==> config.mk <==
export PLATFORM = sky130hd
export DESIGN_NAME = dsi_lp_rx_lane
export DESIGN_NICKNAME = d
export VERILOG_FILES = /design/src/rtl/dsi_lp_rx_lane.sv
export SDC_FILE = /design/constraint.sdc
export NUM_CORES = 1
export LEC_CHECK = 0
export BUFFER_PORTS_ARGS = -buffer_cell sky130_fd_sc_hd__buf_2
export CELL_PAD_IN_SITES_DETAIL_PLACEMENT = 1
export CELL_PAD_IN_SITES_GLOBAL_PLACEMENT = 1
export CORE_ASPECT_RATIO = 0.9
export CORE_UTILIZATION = 45
export CTS_CLUSTER_SIZE = 20
export DETAILED_ROUTE_END_ITERATION = 8
export PLACE_DENSITY_LB_ADDON = 0.1
export RECOVER_POWER = 100
export SLEW_MARGIN = 20
export SYNTH_ARGS = -nofsm -noshare
export SYNTH_HDL_FRONTEND = slang
export SYNTH_SLANG_ARGS = --single-unit
==> constraint.sdc <==
create_clock -name clk_sys -period 3 [get_ports clk_sys]
set_input_delay 0.15 -clock clk_sys [delete_from_list [all_inputs] [get_ports clk_sys]]
set_output_delay 0.15 -clock clk_sys [all_outputs]
set_load 0.02 [all_outputs]
==> src/rtl/dsi_lp_rx_lane.sv <==
`default_nettype none
// ============================================================================
// Module      : dsi_lp_rx_lane
// Description : DSI data lane 0 LP receiver. It detects escape entry, decodes the
//               LPDT bytes and packs them into 32-bit words. The optional ULPS
//               handling is enabled by defining the macro DSI_RX_ULPS_EN.
// Revision    : 1.0 - initial release
// ============================================================================
module dsi_lp_rx_lane #(
    parameter int FILTER_LEN     = 2,
    parameter int TIMEOUT_CYCLES = 4096
) (
    input  logic        clk_sys,
    input  logic        rst_n,
    input  logic        rx_enable,
    input  logic        LP_p_input,
    input  logic        LP_n_input,
    output logic [31:0] iface_read_data,
    output logic [3:0]  iface_read_strb,
    output logic        iface_read_valid,
    output logic        iface_read_last,
    output logic        rx_active,
    output logic        ulps_active,
    output logic        err_esc_cmd,
    output logic        err_frame,
    output logic        err_timeout
);

    localparam logic [1:0]  c_LP11     = 2'b11;
    localparam logic [1:0]  c_LP10     = 2'b10;
    localparam logic [1:0]  c_LP01     = 2'b01;
    localparam logic [1:0]  c_LP00     = 2'b00;
    localparam logic [7:0]  c_FLT_LEN  = 8'(FILTER_LEN);
    localparam logic [15:0] c_TO_LAST  = 16'(TIMEOUT_CYCLES - 1);
    localparam logic [7:0]  c_CMD_LPDT = 8'hE1;

    localparam logic [3:0] c_ST_IDLE  = 4'd0;
    localparam logic [3:0] c_ST_STOP  = 4'd1;
    localparam logic [3:0] c_ST_LP10  = 4'd2;
    localparam logic [3:0] c_ST_ESC00 = 4'd3;
    localparam logic [3:0] c_ST_ESC01 = 4'd4;
    localparam logic [3:0] c_ST_CMD   = 4'd5;
    localparam logic [3:0] c_ST_DATA  = 4'd6;
    localparam logic [3:0] c_ST_ERR   = 4'd7;
`ifdef DSI_RX_ULPS_EN
    localparam logic [7:0] c_CMD_ULPS = 8'h1E;
    localparam logic [3:0] c_ST_ULPS  = 4'd8;
    localparam logic [3:0] c_ST_WAKE  = 4'd9;
`endif

    logic [1:0]  r_sync1;
    logic [1:0]  r_sync2;
    logic [1:0]  r_cand;
    logic [7:0]  r_flt_cnt;
    logic [1:0]  r_line;
    logic [1:0]  r_line_q;
    logic [3:0]  r_state;
    logic [15:0] r_to_cnt;
    logic [7:0]  r_shift;
    logic [2:0]  r_bit_cnt;
    logic [2:0]  r_nbytes;
    logic [31:0] r_word;

    logic        w_chg;
    logic        w_bit;
    logic        w_mark_ret;
    logic        w_byte_done;
    logic [7:0]  w_cmd_byte;
    logic [7:0]  w_data_byte;
    logic [3:0]  w_strb;
    logic        w_to_run;
    logic        w_to_hit;

    // Two-flop synchronizer; the idle line level is LP-11.
    always_ff @(posedge clk_sys or negedge rst_n) begin
        if (!rst_n) begin
            r_sync1 <= c_LP11;
            r_sync2 <= c_LP11;
        end else begin
            r_sync1 <= {LP_p_input, LP_n_input};
            r_sync2 <= r_sync1;
        end
    end

    // A new line state needs FILTER_LEN equal consecutive samples to be accepted.
    always_ff @(posedge clk_sys or negedge rst_n) begin
        if (!rst_n) begin
            r_line    <= c_LP11;
            r_cand    <= c_LP11;
            r_flt_cnt <= 8'd0;
        end else if (r_sync2 == r_line) begin
            r_cand    <= r_line;
            r_flt_cnt <= 8'd0;
        end else if (r_sync2 != r_cand) begin
            r_cand    <= r_sync2;
            r_flt_cnt <= 8'd1;
            if (c_FLT_LEN <= 8'd1) begin
                r_line <= r_sync2;
            end
        end else if ((r_flt_cnt + 8'd1) >= c_FLT_LEN) begin
            r_line    <= r_sync2;
            r_flt_cnt <= 8'd0;
        end else begin
            r_flt_cnt <= r_flt_cnt + 8'd1;
        end
    end

    assign w_chg       = (r_line != r_line_q);
    assign w_bit       = r_line_q[1];
    assign w_mark_ret  = w_chg && (r_line == c_LP00) &&
                         ((r_line_q == c_LP10) || (r_line_q == c_LP01));
    assign w_byte_done = (r_bit_cnt == 3'd7);
    assign w_cmd_byte  = {r_shift[6:0], w_bit};
    assign w_data_byte = {w_bit, r_shift[7:1]};
    assign w_strb      = 4'((5'd1 << r_nbytes) - 5'd1);

    always_comb begin
        w_to_run = 1'b1;
        case (r_state)
            c_ST_IDLE, c_ST_STOP, c_ST_ERR: w_to_run = 1'b0;
`ifdef DSI_RX_ULPS_EN
            c_ST_ULPS:                      w_to_run = 1'b0;
`endif
            default:                        w_to_run = 1'b1;
        endcase
    end

    assign w_to_hit  = w_to_run && !w_chg && (r_to_cnt == c_TO_LAST);

    assign rx_active = (r_state == c_ST_LP10)  || (r_state == c_ST_ESC00) ||
                       (r_state == c_ST_ESC01) || (r_state == c_ST_CMD)   ||
                       (r_state == c_ST_DATA);

`ifdef DSI_RX_ULPS_EN
    assign ulps_active = (r_state == c_ST_ULPS) || (r_state == c_ST_WAKE);
`else
    assign ulps_active = 1'b0;
`endif

    always_ff @(posedge clk_sys or negedge rst_n) begin
        if (!rst_n) begin
            r_state          <= c_ST_IDLE;
            r_line_q         <= c_LP11;
            r_to_cnt         <= 16'd0;
            r_shift          <= 8'd0;
            r_bit_cnt        <= 3'd0;
            r_nbytes         <= 3'd0;
            r_word           <= 32'd0;
            iface_read_data  <= 32'd0;
            iface_read_strb  <= 4'd0;
            iface_read_valid <= 1'b0;
            iface_read_last  <= 1'b0;
            err_esc_cmd      <= 1'b0;
            err_frame        <= 1'b0;
            err_timeout      <= 1'b0;
        end else begin
            r_line_q         <= r_line;
            iface_read_data  <= 32'd0;
            iface_read_strb  <= 4'd0;
            iface_read_valid <= 1'b0;
            iface_read_last  <= 1'b0;
            err_esc_cmd      <= 1'b0;
            err_frame        <= 1'b0;
            err_timeout      <= 1'b0;

            if (w_chg || !w_to_run) begin
                r_to_cnt <= 16'd0;
            end else begin
                r_to_cnt <= r_to_cnt + 16'd1;
            end

            if (!rx_enable) begin
                r_state   <= c_ST_IDLE;
                r_shift   <= 8'd0;
                r_bit_cnt <= 3'd0;
                r_nbytes  <= 3'd0;
                r_word    <= 32'd0;
            end else if (w_to_hit) begin
                err_timeout <= 1'b1;
                r_state     <= c_ST_ERR;
                r_shift     <= 8'd0;
                r_bit_cnt   <= 3'd0;
                r_nbytes    <= 3'd0;
                r_word      <= 32'd0;
            end else begin
                case (r_state)
                    c_ST_IDLE: r_state <= c_ST_STOP;

                    c_ST_STOP: begin
                        if (w_chg && (r_line == c_LP10) && (r_line_q == c_LP11)) begin
                            r_state <= c_ST_LP10;
                        end
                    end

                    c_ST_LP10: begin
                        if (w_chg) begin
                            if (r_line == c_LP00)      r_state <= c_ST_ESC00;
                            else if (r_line == c_LP11) r_state <= c_ST_STOP;
                            else                       r_state <= c_ST_ERR;
                        end
                    end

                    c_ST_ESC00: begin
                        if (w_chg) begin
                            if (r_line == c_LP01)      r_state <= c_ST_ESC01;
                            else if (r_line == c_LP11) r_state <= c_ST_STOP;
                            else                       r_state <= c_ST_ERR;
                        end
                    end

                    c_ST_ESC01: begin
                        if (w_chg) begin
                            if (r_line == c_LP00) begin
                                r_state   <= c_ST_CMD;
                                r_shift   <= 8'd0;
                                r_bit_cnt <= 3'd0;
                                r_nbytes  <= 3'd0;
                                r_word    <= 32'd0;
                            end else if (r_line == c_LP11) begin
                                r_state <= c_ST_STOP;
                            end else begin
                                r_state <= c_ST_ERR;
                            end
                        end
                    end

                    // Entry command arrives MSB first.
                    c_ST_CMD: begin
                        if (w_mark_ret) begin
                            if (w_byte_done) begin
                                r_shift   <= 8'd0;
                                r_bit_cnt <= 3'd0;
                                if (w_cmd_byte == c_CMD_LPDT) begin
                                    r_state <= c_ST_DATA;
`ifdef DSI_RX_ULPS_EN
                                end else if (w_cmd_byte == c_CMD_ULPS) begin
                                    r_state <= c_ST_ULPS;
`endif
                                end else begin
                                    err_esc_cmd <= 1'b1;
                                    r_state     <= c_ST_ERR;
                                end
                            end else begin
                                r_shift   <= w_cmd_byte;
                                r_bit_cnt <= r_bit_cnt + 3'd1;
                            end
                        end else if (w_chg && (r_line == c_LP11)) begin
                            err_frame <= 1'b1;
                            r_state   <= c_ST_STOP;
                            r_shift   <= 8'd0;
                            r_bit_cnt <= 3'd0;
                        end else if (w_chg && (r_line_q != c_LP00)) begin
                            r_state   <= c_ST_ERR;
                            r_shift   <= 8'd0;
                            r_bit_cnt <= 3'd0;
                        end
                    end

                    // Payload bits arrive LSB first; a full word waits for the
                    // next byte or the exit so that 'last' can be set correctly.
                    c_ST_DATA: begin
                        if (w_mark_ret) begin
                            if (w_byte_done) begin
                                r_shift   <= 8'd0;
                                r_bit_cnt <= 3'd0;
                                if (r_nbytes == 3'd4) begin
                                    iface_read_valid <= 1'b1;
                                    iface_read_data  <= r_word;
                                    iface_read_strb  <= 4'hF;
                                    iface_read_last  <= 1'b0;
                                    r_word           <= {24'd0, w_data_byte};
                                    r_nbytes         <= 3'd1;
                                end else begin
                                    r_word[{r_nbytes[1:0], 3'b000} +: 8] <= w_data_byte;
                                    r_nbytes <= r_nbytes + 3'd1;
                                end
                            end else begin
                                r_shift   <= w_data_byte;
                                r_bit_cnt <= r_bit_cnt + 3'd1;
                            end
                        end else if (w_chg && (r_line == c_LP11)) begin
                            if (r_line_q == c_LP10) begin
                                if (r_nbytes != 3'd0) begin
                                    iface_read_valid <= 1'b1;
                                    iface_read_data  <= r_word;
                                    iface_read_strb  <= w_strb;
                                    iface_read_last  <= 1'b1;
                                end
                                if (r_bit_cnt != 3'd0) begin
                                    err_frame <= 1'b1;
                                end
                            end else begin
                                err_frame <= 1'b1;
                            end
                            r_state   <= c_ST_STOP;
                            r_shift   <= 8'd0;
                            r_bit_cnt <= 3'd0;
                            r_nbytes  <= 3'd0;
                            r_word    <= 32'd0;
                        end else if (w_chg && (r_line_q != c_LP00)) begin
                            r_state   <= c_ST_ERR;
                            r_shift   <= 8'd0;
                            r_bit_cnt <= 3'd0;
                            r_nbytes  <= 3'd0;
                            r_word    <= 32'd0;
                        end
                    end

                    c_ST_ERR: begin
                        if (r_line == c_LP11) begin
                            r_state <= c_ST_STOP;
                        end
                    end

`ifdef DSI_RX_ULPS_EN
                    c_ST_ULPS: begin
                        if (w_chg) begin
                            if (r_line == c_LP10)      r_state <= c_ST_WAKE;
                            else if (r_line == c_LP11) r_state <= c_ST_STOP;
                            else                       r_state <= c_ST_ERR;
                        end
                    end

                    c_ST_WAKE: begin
                        if (w_chg) begin
                            if (r_line == c_LP11)      r_state <= c_ST_STOP;
                            else if (r_line == c_LP00) r_state <= c_ST_ULPS;
                            else                       r_state <= c_ST_ERR;
                        end
                    end
`endif

                    default: r_state <= c_ST_IDLE;
                endcase
            end
        end
    end

endmodule
`default_nettype wire

==> reports/results.tsv <==
stage	metric	value	unit
sta	period_share	0.926	
layout	multi_input_area	2580	µm²
logic_synthesis	yosysUniqueCellTypes	78	
clock_network	root_buffer	clkbuf_16	
worst_setup_path	start_kind	flop	
layout	ff_latch_area	3120	µm²
clock_network	cts_buffers	17	
layout	num_antenna_cells	0	
pwr	fin_total_pwr	4.45	mW
floorplanning	die_area	13600	µm²
worst_setup_path	critPathMaxStageDelay	590	ps
logic_synthesis	synth_ff_type	dfrtp_1	
floorplanning	rows	39	
detailed_routing	ant_nets	0	
floorplanning	die_w	123	µm
global_routing	grt_pass1_vias	4550	
pwr	p_seq_frac	0.403	
layout	area_growth	16.5	%
detailed_routing	drt_wl_total	14800	µm
placement	dp_slack	319	ps
sta	slew-limit-headroom	-0.0341	
placement	numPortBuffers	46	
logic_synthesis	yosysWarningCount	0	
logic_synthesis	synth-seq-cells	124	
outcome	status	finished with violations	
layout	num-fill-cells	1379	
logic_synthesis	synth_edf_count	0	
floorplanning	io_pins	48	
clock_network	path_clk_slew	60	ps
pwr	cell_internal_pwr	3.21	mW
detailed_routing	vias_per_cell	5.76	
layout	final_area	6890	µm²
logic_synthesis	async_flop_share	1.00	
pwr	swShare	0.279	
sta	fin_setup_tns	0	ps
sta	max_freq	0.360	GHz
detailed_routing	avgRoutedWirePerCell	19.9	µm
clock_network	insertion_delay	420	ps
layout	drive_gt1_frac	0.140	
placement	placed_cell_area	6340	µm²
sta	worst_pin_slew	1550	ps
worst_setup_path	worstPathRequired	3350	ps
sta	finalSetupViolCount	0	
pwr	cellPowerDensity	646	nW/µm²
sta	skew	7.87	ps
logic_synthesis	synth_top_cell_by_area	dfrtp_1	
logic_synthesis	synth.top_cell.area_share	0.483	
pwr	clkPwrFrac	0.479	
global_routing	grt_overflow	0	
worst_setup_path	path_class	flop to flop	
worst_setup_path	slowest_stage	a311oi_4	
global_routing	grt_pass1_wl	24700	µm
floorplanning	fp.coreArea	12700	µm²
pwr	p_switching	1.24	mW
clock_network	h-tree-depth	4	
logic_synthesis	syn_area_per_cell	11.6	µm²
detailed_routing	route.detailed.drc	0	
floorplanning	start_util	0.464	
pwr	p_leak	3.01	nW
global_routing	gr-usage-all-layers	0.240	
clock_network	cts_setup_buffers	0	
logic_synthesis	synth_common_cells	dfrtp_1 (114), a22o_1 (49), and2_1 (35), nor2_1 (30)	
worst_setup_path	arrival	3130	ps
clock_network	clk_path_buf_depth	2	
global_routing	grt_max_degree	62	
worst_setup_path	critPathMaxFanout	17	
clock_network	cts_tree	yes	
detailed_routing	detail_route.iter0.violations	217	
logic_synthesis	synth_most_common_cell	dfrtp_1	
logic_synthesis	syn_inst	509	
worst_hold_path	hold_path_class	input port to flop	
sta	rsz0062_at_grt	no	
pwr	peakVddDrop	0.000398	V
global_routing	antenna_found_initial	0	
job	max-cap-violations	1	
logic_synthesis	yosysSeqAreaShare	0.527	
layout	nNetsFinal	591	
logic_synthesis	synth_area	5910	µm²
detailed_routing	vias	4287	
detailed_routing	drt-pass1-iter-count	4	
layout	utilization	0.541	
worst_setup_path	critical_path.cell_chain	clkbuf_2, xnor2_2, and4_1, nand2_2, a311oi_4, a22o_1	
worst_setup_path	crit_path_end_kind	flop	
sta	slew_viol_final	62	
sta	hold_viol_final	0	
placement	hpwlAfterDp	9620	µm
sta	setup_ws	221	ps
outcome	violations	max-capacitance violations, max-slew violations	
clock_network	clock_sinks	124	
logic_synthesis	synth_top_cells_by_area	dfrtp_1 (48%), a22o_1 (7.3%), dfstp_2 (4.4%)	
floorplanning	fp.dieH	111	µm
sta	fin_crit	2780	ps
pwr	pwr-share-comb	0.119	
placement	gp_routability_congestion	0.902	
==> power groups by stage <==
stage | registers, mW | clock network [mW] | logic (mW)
6_report | 1.79 | 2.13 | 0.528
5_1_grt | 1.80 | 2.24 | 0.582
4_1_cts | 1.79 | 2.17 | 0.542
3_5_place_dp | 1.82 | 0 | 0.531
3_3_place_gp | 1.82 | 0 | 0.518
2_1_floorplan | 1.80 | 0 | 0.378
==> worst max-delay path: cells and delay by family (launching register included) <==
kind | cells | cell delay (ps)
buffers and inverters | 1 | 370
and+or+nand+nor | 2 | 720
xor gates and xnor gates | 1 | 280
AOI/OAI and AO/OA | 2 | 810
DFF | 1 | 520
==> repair_timing <==
| action | CTS | global route |
|---|---|---|
| endpoints found under the hold margin | 60 | 0 |
| resized for setup | 0 | 0 |
| hold buffers | 3 | 0 |
==> metal layers <==
| metal | vias up | track usage | routed length [µm] |
|---|---|---|---|
| li1 | 1975 | - | - |
| met1 | 2202 | 0.333 | 7090 |
| met2 | 90 | 0.360 | 6860 |
| met3 | 20 | 0.0586 | 569 |
| met4 | 0 | 0.0951 | 257 |
| met5 | - | 0 | 0 |
==> sequential cells by signal, summed over array words and instances (netlist names) <==
name	count
iface_read_data	32
r_word	32
r_to_cnt	16
r_flt_cnt	8
r_shift	8
r_state	4
iface_read_strb	3
r_bit_cnt	3
r_nbytes	3
r_cand	2
r_line	2
r_line_q	2
r_sync1	2
r_sync2	2
err_esc_cmd	1
err_frame	1
err_timeout	1
iface_read_last	1
iface_read_valid	1
==> cells in the final DEF, fill, tap and decap left out, types with 7 or more instances in the layout <==
master / instances
clkbuf_16: 17
xor2_1: 9
o22ai_1: 10
ha_1: 19
a22oi_1: 9
nand2_1: 16
conb_1: 9
nand3_1: 18
nor2_1: 30
and2_0: 20
clkbuf_1: 44
dfstp_2: 7
inv_1: 19
and2_1: 15
a21oi_1: 13
dfrtp_1: 114
o21ai_0: 12
a22o_1: 49
xnor2_1: 12
==> final timing paths <==
| check | endpoint | startpoint | slack (ps) | cells past startpoint |
|---|---|---|---|---|
| min in group asynchronous | r_to_cnt[14] | rst_n | 620 | 2 |
| max reg2reg | r_word[10] | r_line_q[1] | 220 | 6 |
| max | r_word[10] | r_line_q[1] | 220 | 6 |
| max in group asynchronous | iface_read_data[2] | rst_n | 1030 | 3 |
| min reg2reg | r_sync2[1] | r_sync1[1] | 360 | 0 |
| min | err_frame | rx_enable | 160 | 3 |
==> area by class of cell <==
cell class,instances,area share
clock inverter,15,0.0267
multi-input combinational,342,0.375
timing repair buffer,63,0.0443
tap,164,0.0298
sequential,124,0.452
inverter,19,0.0104
clock buffer,17,0.0618
==> logic make-up after synthesis <==
group	after synthesis	share of synthesized area
XOR/XNOR	23	0.0379
buffers and inverters	51	0.0385
adder cells (fa/ha/maj)	19	0.0402
flip-flops	124	0.527
multiplexers	4	0.00741
AO/OA/AOI/OAI	141	0.206
other	1	0.000634
AND/OR/NAND/NOR	146	0.142
==> through the flow <==
stage / hold slack, ps / std cells
2_1_floorplan: -146 / 517
3_3_place_gp: 257 / 709
3_5_place_dp: 258 / 709
4_1_cts: 143 / 744
5_1_grt: 155 / 744
6_report: 161 / 744
No activity file was read; power rests on OpenSTA's default activity.
